### config.mk
export PLATFORM = sky130hd
export DESIGN_NAME = video_timing_generator
export DESIGN_NICKNAME = d
export VERILOG_FILES = /design/src/rtl/video_timing_generator.sv
export SDC_FILE = /design/constraint.sdc
export NUM_CORES = 1
export LEC_CHECK = 0
export BUFFER_PORTS_ARGS = -buffer_cell sky130_fd_sc_hd__buf_2
export CAP_MARGIN = 10
export CORE_ASPECT_RATIO = 0.8
export CORE_UTILIZATION = 50
export DETAILED_ROUTE_END_ITERATION = 12
export PLACE_DENSITY = 0.74
export SLEW_MARGIN = 25
export SYNTH_ARGS = -nofsm -noshare
export SYNTH_HDL_FRONTEND = slang
export SYNTH_SLANG_ARGS = --single-unit
### constraint.sdc
create_clock -name i_CLK -period 11.4 [get_ports i_CLK]
set_input_delay 0.57 -clock i_CLK [delete_from_list [all_inputs] [get_ports i_CLK]]
set_output_delay 0.57 -clock i_CLK [all_outputs]
set_load 0.02 [all_outputs]
### src/rtl/video_timing_generator.sv
// Runtime-reconfigurable raster timing generator with registered outputs.
// New timing arrives on a valid/ready port and takes effect on a frame boundary.
module video_timing_generator #(
  parameter int unsigned p_COUNT_WIDTH = 12,
  parameter int unsigned p_H_ACTIVE    = 640,
  parameter int unsigned p_H_FP        = 16,
  parameter int unsigned p_H_SYNC      = 96,
  parameter int unsigned p_H_BP        = 48,
  parameter int unsigned p_V_ACTIVE    = 480,
  parameter int unsigned p_V_FP        = 10,
  parameter int unsigned p_V_SYNC      = 2,
  parameter int unsigned p_V_BP        = 33,
  parameter bit          p_HSYNC_POL   = 1'b0,
  parameter bit          p_VSYNC_POL   = 1'b0
) (
  input  logic                     i_CLK,
  input  logic                     i_RST_N,
  input  logic                     i_ENABLE,
  input  logic                     i_CFG_VALID,
  output logic                     o_CFG_READY,
  input  logic [p_COUNT_WIDTH-1:0] i_CFG_H_ACTIVE,
  input  logic [p_COUNT_WIDTH-1:0] i_CFG_H_FP,
  input  logic [p_COUNT_WIDTH-1:0] i_CFG_H_SYNC,
  input  logic [p_COUNT_WIDTH-1:0] i_CFG_H_BP,
  input  logic [p_COUNT_WIDTH-1:0] i_CFG_V_ACTIVE,
  input  logic [p_COUNT_WIDTH-1:0] i_CFG_V_FP,
  input  logic [p_COUNT_WIDTH-1:0] i_CFG_V_SYNC,
  input  logic [p_COUNT_WIDTH-1:0] i_CFG_V_BP,
  output logic                     o_CFG_ERR,
  output logic                     o_HSYNC,
  output logic                     o_VSYNC,
  output logic                     o_DE,
  output logic [p_COUNT_WIDTH-1:0] o_X_COORD,
  output logic [p_COUNT_WIDTH-1:0] o_Y_COORD,
  output logic                     o_LINE_START,
  output logic                     o_FRAME_START
);

  typedef logic [p_COUNT_WIDTH-1:0] cnt_t;
  typedef logic [p_COUNT_WIDTH:0]   tot_t;
  typedef logic [p_COUNT_WIDTH+1:0] wide_t;

  typedef struct packed {
    cnt_t h_active;
    cnt_t h_fp;
    cnt_t h_sync;
    cnt_t h_bp;
    cnt_t v_active;
    cnt_t v_fp;
    cnt_t v_sync;
    cnt_t v_bp;
  } timing_t;

  localparam timing_t RstTiming = '{
    h_active: cnt_t'(p_H_ACTIVE),
    h_fp:     cnt_t'(p_H_FP),
    h_sync:   cnt_t'(p_H_SYNC),
    h_bp:     cnt_t'(p_H_BP),
    v_active: cnt_t'(p_V_ACTIVE),
    v_fp:     cnt_t'(p_V_FP),
    v_sync:   cnt_t'(p_V_SYNC),
    v_bp:     cnt_t'(p_V_BP)
  };

  localparam wide_t MaxTotal = wide_t'(1) << p_COUNT_WIDTH;

  timing_t act_q, pend_q, cfg_in;
  logic    pend_valid_q;
  cnt_t    h_q, h_d, v_q, v_d;
  cnt_t    x_q, x_d, y_q, y_d;
  logic    de_q, de_d, hsync_q, hsync_d, vsync_q, vsync_d;
  logic    ls_q, ls_d, fs_q, fs_d, err_q, err_d;

  tot_t    h_total, v_total, hs_start, hs_stop, vs_start, vs_stop;
  wide_t   cfg_h_total, cfg_v_total;
  logic    h_end, v_end, hs_act, vs_act;
  logic    cfg_bad, offer, accept, apply;

  assign cfg_in = '{
    h_active: i_CFG_H_ACTIVE, h_fp: i_CFG_H_FP, h_sync: i_CFG_H_SYNC, h_bp: i_CFG_H_BP,
    v_active: i_CFG_V_ACTIVE, v_fp: i_CFG_V_FP, v_sync: i_CFG_V_SYNC, v_bp: i_CFG_V_BP
  };

  assign hs_start = tot_t'(act_q.h_active) + tot_t'(act_q.h_fp);
  assign hs_stop  = hs_start + tot_t'(act_q.h_sync);
  assign h_total  = hs_stop + tot_t'(act_q.h_bp);
  assign vs_start = tot_t'(act_q.v_active) + tot_t'(act_q.v_fp);
  assign vs_stop  = vs_start + tot_t'(act_q.v_sync);
  assign v_total  = vs_stop + tot_t'(act_q.v_bp);

  assign h_end  = ({1'b0, h_q} == h_total - tot_t'(1));
  assign v_end  = ({1'b0, v_q} == v_total - tot_t'(1));
  assign hs_act = ({1'b0, h_q} >= hs_start) && ({1'b0, h_q} < hs_stop);
  assign vs_act = ({1'b0, v_q} >= vs_start) && ({1'b0, v_q} < vs_stop);

  // Two extra bits so that four maximal fields cannot wrap past the limit check.
  assign cfg_h_total = wide_t'(cfg_in.h_active) + wide_t'(cfg_in.h_fp)
                     + wide_t'(cfg_in.h_sync) + wide_t'(cfg_in.h_bp);
  assign cfg_v_total = wide_t'(cfg_in.v_active) + wide_t'(cfg_in.v_fp)
                     + wide_t'(cfg_in.v_sync) + wide_t'(cfg_in.v_bp);

  assign cfg_bad = (cfg_in.h_active == '0) || (cfg_in.h_sync == '0) ||
                   (cfg_in.v_active == '0) || (cfg_in.v_sync == '0) ||
                   (cfg_h_total > MaxTotal) || (cfg_v_total > MaxTotal);

  assign offer  = i_CFG_VALID && !pend_valid_q;
  assign accept = offer && !cfg_bad;
  assign apply  = pend_valid_q && (!i_ENABLE || (h_end && v_end));
  assign err_d  = offer && cfg_bad;

  always_comb begin
    h_d     = '0;
    v_d     = '0;
    de_d    = 1'b0;
    x_d     = '0;
    y_d     = '0;
    hsync_d = ~p_HSYNC_POL;
    vsync_d = ~p_VSYNC_POL;
    ls_d    = 1'b0;
    fs_d    = 1'b0;
    if (i_ENABLE) begin
      h_d = h_end ? '0 : h_q + cnt_t'(1);
      v_d = v_q;
      if (h_end) begin
        v_d = v_end ? '0 : v_q + cnt_t'(1);
      end
      de_d    = (h_q < act_q.h_active) && (v_q < act_q.v_active);
      x_d     = de_d ? h_q : '0;
      y_d     = de_d ? v_q : '0;
      hsync_d = hs_act ? p_HSYNC_POL : ~p_HSYNC_POL;
      vsync_d = vs_act ? p_VSYNC_POL : ~p_VSYNC_POL;
      ls_d    = (h_q == '0);
      fs_d    = (h_q == '0) && (v_q == '0);
    end
  end

  always_ff @(posedge i_CLK or negedge i_RST_N) begin
    if (!i_RST_N) begin
      act_q        <= RstTiming;
      pend_q       <= RstTiming;
      pend_valid_q <= 1'b0;
      h_q          <= '0;
      v_q          <= '0;
      de_q         <= 1'b0;
      x_q          <= '0;
      y_q          <= '0;
      hsync_q      <= ~p_HSYNC_POL;
      vsync_q      <= ~p_VSYNC_POL;
      ls_q         <= 1'b0;
      fs_q         <= 1'b0;
      err_q        <= 1'b0;
    end else begin
      // Capture and apply are exclusive: a full slot holds READY low.
      if (accept) begin
        pend_q       <= cfg_in;
        pend_valid_q <= 1'b1;
      end else if (apply) begin
        act_q        <= pend_q;
        pend_valid_q <= 1'b0;
      end
      h_q     <= h_d;
      v_q     <= v_d;
      de_q    <= de_d;
      x_q     <= x_d;
      y_q     <= y_d;
      hsync_q <= hsync_d;
      vsync_q <= vsync_d;
      ls_q    <= ls_d;
      fs_q    <= fs_d;
      err_q   <= err_d;
    end
  end

  assign o_CFG_READY   = ~pend_valid_q;
  assign o_CFG_ERR     = err_q;
  assign o_HSYNC       = hsync_q;
  assign o_VSYNC       = vsync_q;
  assign o_DE          = de_q;
  assign o_X_COORD     = x_q;
  assign o_Y_COORD     = y_q;
  assign o_LINE_START  = ls_q;
  assign o_FRAME_START = fs_q;

endmodule

After elaboration in Yosys (flattened, before gate mapping)
Cells that the tools add are included.

cells by class
  add/sub/neg operators = 16
  order comparisons = 8
  equality and inequality tests = 3
  mux-type cells = 18
  bitwise operators = 2
  reductions and logical operators = 26

operators by type and width
  operator               count
  $mux 12                9
  $logic_not 12->1       6
  $add 12x12->13         4
  $add 13x12->13         4
  $add 13x12->14         2
  $add 14x12->14         2
  $gt 14x13->1 const B   2
  $eq 12x13->1           2
  $ge 12x13->1           2
  $lt 12x13->1           2
  $sub 13x1->13 const B  2
  $add 12x1->12 const B  2
  $lt 12x12->1           2
  $logic_and 1x1->1      9
  $mux 1                 9
  $logic_or 1x1->1       6
  $logic_not 1->1        3
  $ne 2x1->1 const B     1
  $not 1->1              2
  $reduce_and 2->1       1
  $reduce_bool 2->1      1

storage, ports and cells
  register bits after elaboration = 247
  input bits = 100
  logic and storage cells = 100

Depth between registers and ports, before layout
Gate-level depths: netlist of the first run.

  depth in word-level cells = 10
  gate-level depth with buffers = 31

Least setup slack after synthesis of the first run
No wires, ideal clock.

  path kind = reg-to-reg
  start point = register act_q[25] (netlist bit)
  end point = register act_q[54] (netlist bit)
  setup time = 125 ps
  arrival = 6171 ps
  data required time = 11275 ps
  slack = 5104 ps
  cell stages (with the launch flop) = 31
  period minus slack after synthesis = 6296 ps
  cells stage by stage = dfstp_2 ha_1 a21o_1 a21oi_1 o21bai_1 a21oi_1 nor2b_1 o2111ai_1 nand3_1 or2_2 xor2_1 ha_1 nand3_1 o211a_1 nand2b_1 a21oi_1 xor2_1 ha_1 inv_1 ha_1 xor2_1 and3_1 a211oi_1 o211a_1 or4_1 or4b_1 a21o_1 buf_6 buf_8 buf_12 mux2_4

between the ends
  cells in the longest elaborated chain, start to end = 9

ends and longest elaborated chain
  what                        RTL line  text
  start: declaration          67        timing_t act_q, pend_q, cfg_in;
  start signal: assignment    139       act_q <= RstTiming;
  start signal: assignment    158       act_q <= pend_q;
  $add 12x12->13              87        assign vs_start = tot_t'(act_q.v_active) + tot_t'(act_q.v_fp);
  $add 13x12->13              88        assign vs_stop = vs_start + tot_t'(act_q.v_sync);
  $add 13x12->13              89        assign v_total = vs_stop + tot_t'(act_q.v_bp);
  $sub 13x1->13               92        assign v_end = ({1'b0, v_q} == v_total - tot_t'(1));
  $eq 12x13->1                92
  $logic_and 1x1->1           108       assign apply = pend_valid_q && (!i_ENABLE || (h_end && v_end));
  $logic_or 1x1->1            108
  $logic_and 1x1->1           108
  $reduce_and 2->1 (no line)  --

Every way passes these cells.
A chain may end at the register's enable or synchronous reset.

Worst setup path in the final report of the first run
  start point = register act_q[25] (netlist bit)
  end point = register act_q[73] (netlist bit)

The elaborated chain is that of the path after synthesis.

==> metrics, run 1 <==
status=finished clean; FP Rows=60; 1st-iter DRT viols=874; largest net degree at the start of global routing=109; endpoint type of the worst setup path=flip-flop; Slew HR=0.421; wire length of the first global-routing pass=66,800 µm; Synthesis Warnings=0; Post-CTS Resized=0; Pins Over Slew Limit=0; RePlAce Congestion=0.926; number of failing hold endpoints at the final stage=0; ys async rst share=1.00; fmax=0.138 GHz; vias in the first global route=12,400; fin nets=2,039; Worst Hold Class=primary input to async pin; die area=35,700 µm²; Cells after Synth=1,574; sequential area share after synthesis=0.357; unrepaired setup endpoints after global routing=false; critical path's slowest cell=dfstp_2; CTS tree=yes; number of synthesized flops with an enable pin=0; Tightest Pin Transition=0.869 ns; Syn Nets=1,916; Clock transition at path regs=0.06 ns; Critical Setup Path Class=flip-flop to flip-flop; most frequent cells in the layout=dfrtp_1, ha_1, inv_1; post-route clock skew=0.0259 ns; core area=34,000 µm²; synthesized area per cell=11.1 µm²; Initial Utilization=0.513; grt ovf=0; CTS buffer count=24; Crit Path Max Fanout=68; die height=169 µm; share of cells above drive strength 1=0.243; Period minus WS final=7.24 ns; dominant synthesized flop cell=dfrtp_1; H-Tree Depth=1; TritonRoute pass-1 iters=5; crit-path max cell delay=0.54 ns; Clock Sinks=247; input/output buffers=130; crit-path most repeated cell=ha_1; period utilisation layout=0.635; Routed WL=40,300 µm; post-DR vias/cell=5.67; setup_tns=0 ns; Setup crit start kind=flip-flop; R2R Setup Slk=4.16 ns; Total GRT Usage=0.236; Worst Path Required=11.83 ns; Seq cells post-synth=247; Antenna Nets Post-Route=0; Synth cell types=83; Arr. time, crit path=7.67 ns; max-cap viol count=0; initial antenna violation count=1; routed wire length per instance=18.5 µm; Post-Syn Area=17,500 µm²; endpoints failing setup=0; area delta synth->final=10.5%; Via Count=12,400; Worst-Skew Late Latency=0.56 ns; most common cell after layout, fill and taps aside=dfrtp_1; Worst R2R Path Depth=28; Longest Clk Path Bufs=3; Die Wd=211 µm; clock tree root buffer cell=clkbuf_16; IO Pins=131; Detailed Place HPWL=32,200 µm; post-CTS setup buffers=0; Hold Buf Count CTS=0; drt drc=0
[flip-flops by register name, indices dropped and copies added (netlist names)]
name           count
v_q               12
o_LINE_START       1
o_Y_COORD         12
o_FRAME_START      1
pend_valid_q       1
act_q             96
o_CFG_ERR          1
o_DE               1
pend_q            96
h_q               12
o_X_COORD         12
o_HSYNC            1
o_VSYNC            1
[per-layer routing]
metal  wire (µm)  vias to the layer above  part of all wire  GRT usage
li1            -                     5896                 -          -
met1       21000                     6117              0.52      0.379
met2       16800                      323              0.42      0.344
met3        2000                       34             0.050     0.0236
met4         449                        0             0.011     0.0375
met5           0                        -                 0          0
[stage by stage]
step	hold slack (ns)	util	cells	setup WS, ns	cell area [µm²]
after floorplan	0.274	-	1574	5.10	17500
after detailed placement	0.480	0.545	2136	4.05	18500
after global routing	0.134	0.567	2181	3.75	19300
after CTS	0.0917	0.567	2180	4.02	19300
final	0.0759	0.567	2181	4.16	19300
after global placement	0.467	0.544	2136	4.36	18500
[cell usage after synthesis (17+ instances only)]
master      n  area [µm²]
nor2_1     56         210
ha_1      188        2350
o21a_1     22         165
fa_1       54        1080
xnor2_1    48         420
mux2_4     40         601
o21ai_0    58         290
nand2b_1   32         200
and2_1     27         169
nand2_1    37         139
nor4_1     24         150
clkbuf_1   17        63.8
xor2_1     41         359
nand3_1    33         165
dfstp_2    34         893
mux2_2    145        1630
a21oi_1    62         310
dfrtp_1   213        5330
a21o_1     36         270
inv_1     151         567
[path summary, 6_finish.rpt]
check	start	to
min in group i_CLK	i_CFG_VALID	o_CFG_ERR
hold / removal	i_RST_N	pend_q[6]
max in group asynchronous	i_RST_N	o_Y_COORD[8]
setup reg to reg	act_q[25]	act_q[73]
setup / recovery	act_q[25]	act_q[73]
hold reg to reg	pend_q[30]	act_q[30]
[worst max-delay path, delay by kind of cell (launching register included)]
family | cells | cell delay (ns)
buffers and inverters | 2 | 0.42
AND/OR/NAND/NOR | 8 | 2.00
multiplexers | 1 | 0.40
AO/OA/AOI/OAI | 10 | 1.88
adder cells (fa/ha/maj) | 4 | 1.11
flip-flops | 1 | 0.54
XOR/XNOR | 3 | 0.68
[area by class of cell]
cell class | count | area (µm²)
Antenna cell | 1 | 2.50
Clock buffer | 39 | 707
Fill cell | 2760 | 14700
Inverter | 151 | 567
Tap cell | 465 | 582
Timing Repair Buffer | 137 | 717
Sequential cell | 247 | 6220
Multi-Input combinational cell | 1136 | 10400
Clock inverter | 5 | 55.1
[logic make-up (layout without fill, tap and decap cells)]
family,after synthesis,count (layout),synth area share
multiplexers,200,200,0.137
AO/OA/AOI/OAI,292,292,0.115
AND/OR/NAND/NOR,308,308,0.0973
other,0,1,0
buffers and inverters,191,332,0.0472
adder cells (fa/ha/maj),243,243,0.197
XOR/XNOR,93,93,0.0495
flip-flops,247,247,0.357
Power of run 1 is not shown: default switching activity piles up to over one toggle a cycle in this logic, so the estimate is an artifact.
==> run 2, diff against run 1 <==
- clock period: 11.4 -> 7.4 ns (I/O delays scaled with it)
==> run 2 against run 1 <==
  * Die area unchanged
  * Register-to-register slack worse by 3.7 ns
  * Core utilization up 0.50 points
  * Critical path type unchanged
  * Critical path depth stayed put
  * Clock skew shrank 0.0088 ns
  * Clock-buffer cell count shrank 1
==> metrics, run 2 (synthesis gave the netlist of run 1 again) <==
status=finished clean; CTS buffer count=26 (+8.3%); Crit Path Max Fanout=17 (-75%); most frequent cells in the layout=dfrtp_1, ha_1, inv_1; number of failing hold endpoints at the final stage=0 (unchanged); largest net degree at the start of global routing=102 (-6.4%); die height=169 µm (unchanged); R2R Setup Slk=0.45 ns (-3.71 ns); Period minus WS final=6.95 ns (-0.292 ns); clock tree root buffer cell=clkbuf_16; Non-Filler Instances=2,192 (+0.50%); endpoint type of the worst setup path=flip-flop; n_diodes=0 (-1); Hold Path Depth=2; Initial Utilization=0.513 (unchanged); Total GRT Usage=0.237 (+0.00181); FP Rows=60 (unchanged); Detailed Place HPWL=32,500 µm (+0.94%); fmax=0.144 GHz (+4.2%); unrepaired setup endpoints after global routing=false; Slew HR=0.468 (+0.0475); Worst Path Required=7.84 ns (-3.99 ns); worst r2r src=act_q[25]; Placed Cells=2,139 (+0.14%); post-route clock skew=0.0171 ns (-0.00875 ns); Worst Hold Class=primary input to flip-flop; most common cell after layout, fill and taps aside=dfrtp_1; Longest Clk Path Bufs=3 (unchanged); Worst Hold Path EP=o_CFG_ERR; Worst R2R Path Depth=28 (unchanged); setup ws final=0.450 ns (-3.71 ns); wire length of the first global-routing pass=67,200 µm (+0.64%); top cell family by delay on the critical path=simple AND/OR/NAND/NOR gates; biggest regs=act_q x96, pend_q x96; fin nets=2,049 (+0.49%); post-DR vias/cell=5.70 (+0.57%); r2r endpoint=act_q[74]; pre-CTS setup slack=0.377 ns (-3.68 ns); endpoints failing setup=0 (unchanged); grt ovf=0 (unchanged); 1st-iter DRT viols=1,006 (+15%); die area=35,700 µm² (unchanged); max-cap viol count=0 (unchanged); routed wire length per instance=19.0 µm (+2.8%); initial antenna violation count=0 (-1); Worst Hold Launch=i_CFG_VALID; crit-path most repeated cell=ha_1; CTS tree=yes; Routed WL=41,600 µm (+3.3%); input/output buffers=130 (unchanged); critical path's slowest cell=or4b_1; vias in the first global route=12,400 (-0.18%); Critical Setup Path Class=flip-flop to flip-flop; Clock transition at path regs=0.06 ns (about the same); RePlAce Congestion=0.904 (-2.4%); share of cells above drive strength 1=0.247 (+0.00352); Setup crit start kind=flip-flop; setup_tns=0 ns (unchanged); Buf/Inv on CP=2 (unchanged); core area=34,000 µm² (unchanged); Die Wd=211 µm (unchanged); H-Tree Depth=1 (unchanged); Pins Over Slew Limit=0 (unchanged); IO Pins=131 (unchanged); Antenna Nets Post-Route=0 (unchanged); TritonRoute pass-1 iters=5 (unchanged); Core Util, Final=0.572 (+0.00497); area delta synth->final=11.5%; Worst-Skew Late Latency=0.55 ns (about the same); Via Count=12,500 (+1.1%); period utilisation layout=0.939 (+0.304); crit-path max cell delay=0.63 ns (+0.09 ns); Clock Sinks=247 (unchanged); Tightest Pin Transition=0.798 ns (-0.0713 ns); Arr. time, crit path=7.39 ns (-0.28 ns); drt drc=0 (unchanged)
run 2: changes by cell type in the layout (fill, tap and decap cells not counted), sizes merged:
cell,previous run,this run
a21o,36,37
buf,137,143
bufinv,0,2
clkbuf,39,38
clkinv,3,5
clkinvlp,2,1
diode,1,0
dlygate4sd3,0,1
inv,151,153
run 2: repair_timing:
item,CTS,global route
hold endpoints to repair,83,0
setup endpoints to repair,0,65
setup buffers,0,3
resized for setup,0,1
hold buffers,1,0
run 2: layer usage:
layer / global-route usage / routed length [µm] / vias up
met5: 0 / 0 / -
met4: 0.0466 / 739 / 0
met3: 0.0276 / 2020 / 50
met2: 0.345 / 17300 / 331
met1: 0.377 / 21500 / 6186
li1: - / - / 5936
run 2: metrics by stage:
stage | hold slack, ns | instance area [µm²]
after global placement | 0.448 | 18600
final | 0.0631 | 19500
after detailed placement | 0.458 | 18600
after global routing | 0.0608 | 19500
after floorplan | 0.0744 | 17500
after CTS | 0.0460 | 19400
run 2: cell type report:
type	instances	area, µm²
Clock inverter	10	138
Fill cell	2867	14500
Timing Repair Buffer	144	797
Sequential cell	247	6220
Inverter	151	567
Multi-Input combinational cell	1137	10400
Tap cell	465	582
Clock buffer	38	706
run 2: how the worst max path moves through the flow:
stage | startpoint | to | slack [ns] | depth (start not counted)
3_5_place_dp | act_q[25] | act_q[74] | 0.38 | 28
5_1_grt | act_q[25] | act_q[74] | 0.08 | 28
4_1_cts | act_q[25] | act_q[74] | 0.26 | 28
6_report | act_q[25] | act_q[74] | 0.45 | 28
2_1_floorplan | act_q[25] | act_q[54] | 1.10 | 30
3_3_place_gp | act_q[25] | act_q[74] | 0.61 | 28
Power of run 2 is left out for the same reason.
==> run 3, diff against run 2 <==
- CORE_ASPECT_RATIO: 0.8 -> default
- PLACE_DENSITY: 0.74 -> 0.68
==> run 3 against run 2 <==
  * Fmax down 0.31%
  * Clock-buffer cell count up 2
  * Clock skew down 0.0021 ns
  * Critical endpoint unchanged
==> metrics, run 3 (synthesis gave the netlist of run 1 again) <==
status=finished clean; Buf/Inv on CP=2 (unchanged); Worst-Skew Late Latency=0.53 ns (-0.02 ns); fmax=0.143 GHz (-0.31%); Routed WL=39,000 µm (-6.3%); most frequent cells in the layout=dfrtp_1, ha_1, inv_1; fin nets=2,044 (-0.24%); endpoint type of the worst setup path=flip-flop; area delta synth->final=11.6%; CTS tree=yes; RePlAce Congestion=0.897 (-0.73%); 1st-iter DRT viols=646 (-36%); max-cap viol count=0 (unchanged); Clock Sinks=247 (unchanged); Pins Over Slew Limit=0 (unchanged); Die Wd=189 µm (-10%); vias in the first global route=12,100 (-2.2%); wire length of the first global-routing pass=64,100 µm (-4.7%); FP Rows=68 (+13%); Core Util, Final=0.566 (-0.00657); Longest Clk Path Bufs=3 (unchanged); Via Count=12,300 (-1.5%); # fillers=2,937 (+2.4%); clock tree root buffer cell=clkbuf_16; TritonRoute pass-1 iters=6 (+1); Slew HR=0.540 (+0.0715); Total GRT Usage=0.223 (-0.0144); endpoints failing setup=0 (unchanged); Crit Path Max Fanout=54 (+37); IO Pins=131 (unchanged); hold_ws=0.0902 ns (+0.0272 ns); routed wire length per instance=17.9 µm (-5.7%); Period minus WS final=6.97 ns (+0.0220 ns); Initial Utilization=0.507 (-0.00671); largest net degree at the start of global routing=183 (+79%); crit-path max cell delay=0.58 ns (-0.05 ns); Clock transition at path regs=0.06 ns (about the same); post-route clock skew=0.0150 ns (-0.00213 ns); multi-input combinational cell area=10,400 µm² (-0.16%); top cell family by delay on the critical path=simple AND/OR/NAND/NOR gates; core area=34,500 µm² (+1.3%); initial antenna violation count=1 (+1); Detailed Place HPWL=30,700 µm (-5.6%); drt drc=0 (unchanged); number of failing hold endpoints at the final stage=0 (unchanged); Placed Area=18,500 µm² (-0.10%); DR top layer=met4; crit-path most repeated cell=ha_1; Antenna Nets Post-Route=0 (unchanged); setup_tns=0 ns (unchanged); die height=189 µm (+12%); WL met2=17,000 µm (-1.8%); register area=6220 µm² (unchanged); period utilisation layout=0.942 (+0.00297); post-DR vias/cell=5.65 (-0.87%); Worst Path Required=7.81 ns (-0.03 ns); die area=35,700 µm² (about the same); input/output buffers=130 (unchanged); Arr. time, crit path=7.38 ns (about the same); Critical Setup Path Class=flip-flop to flip-flop; biggest regs=act_q x96, pend_q x96; H-Tree Depth=1 (unchanged); fin area=19,500 µm² (+0.16%); Tightest Pin Transition=0.690 ns (-0.107 ns); wire length on met1=19,800 µm (-7.9%); unrepaired setup endpoints after global routing=false; Worst Hold Class=primary input to flip-flop; Setup crit start kind=flip-flop; critical path's slowest cell=or4b_1; CTS buffer count=26 (unchanged); share of cells above drive strength 1=0.247 (+0.000716); most common cell after layout, fill and taps aside=dfrtp_1; grt ovf=0 (unchanged); met3 wire length=1590 µm (-21%)
## run 3: final cells by class
class                      instances  area share
clock buffer                      40      0.0413
timing repair buffer             140      0.0408
clock inverter                     8     0.00501
multi-input combinational       1136       0.535
sequential                       247       0.319
inverter                         151      0.0291
tap                              455      0.0292
antenna                            1    0.000128
## run 3: worst paths after layout
kind	endpoint	cells past startpoint	slack, ns	from
max in group asynchronous	act_q[12]	4	5.63	i_RST_N
min reg2reg	pend_q[90]	1	0.49	pend_q[90]
min in group asynchronous	o_X_COORD[2]	2	0.38	i_RST_N
max reg2reg	act_q[74]	28	0.43	act_q[25]
min	pend_q[0]	2	0.09	i_CFG_V_BP[0]
max	act_q[74]	28	0.43	act_q[25]
## run 3: worst reg2reg max path, delay by kind of cell, from the launching register on
| family | cells | cell delay (ns) |
|---|---|---|
| AOI/OAI and AO/OA | 10 | 1.76 |
| xor gates and xnor gates | 3 | 0.60 |
| adders and majority gates | 4 | 1.21 |
| buffers and inverters | 2 | 0.28 |
| DFF | 1 | 0.54 |
| muxes | 1 | 0.38 |
| and+or+nand+nor | 8 | 2.06 |
## run 3: what timing repair did
action	4_1_cts	5_1_grt
hold buffers	1	0
endpoints found under the hold margin	63	0
resized for setup	0	0
setup buffers	0	0
## run 3: metal layers
layer  global-route usage  vias up
met5                    0        -
met3               0.0250       42
met4               0.0434        0
li1                     -     5934
met1                0.340     6062
met2                0.342      277
## run 3: stage by stage
step	cells	worst slack, ns
floorplan	1574	1.10
global placement	2127	0.662
detailed placement	2127	0.513
CTS	2176	0.463
global route	2178	0.0403
finish	2178	0.428
Power of run 3 is left out for the same reason.
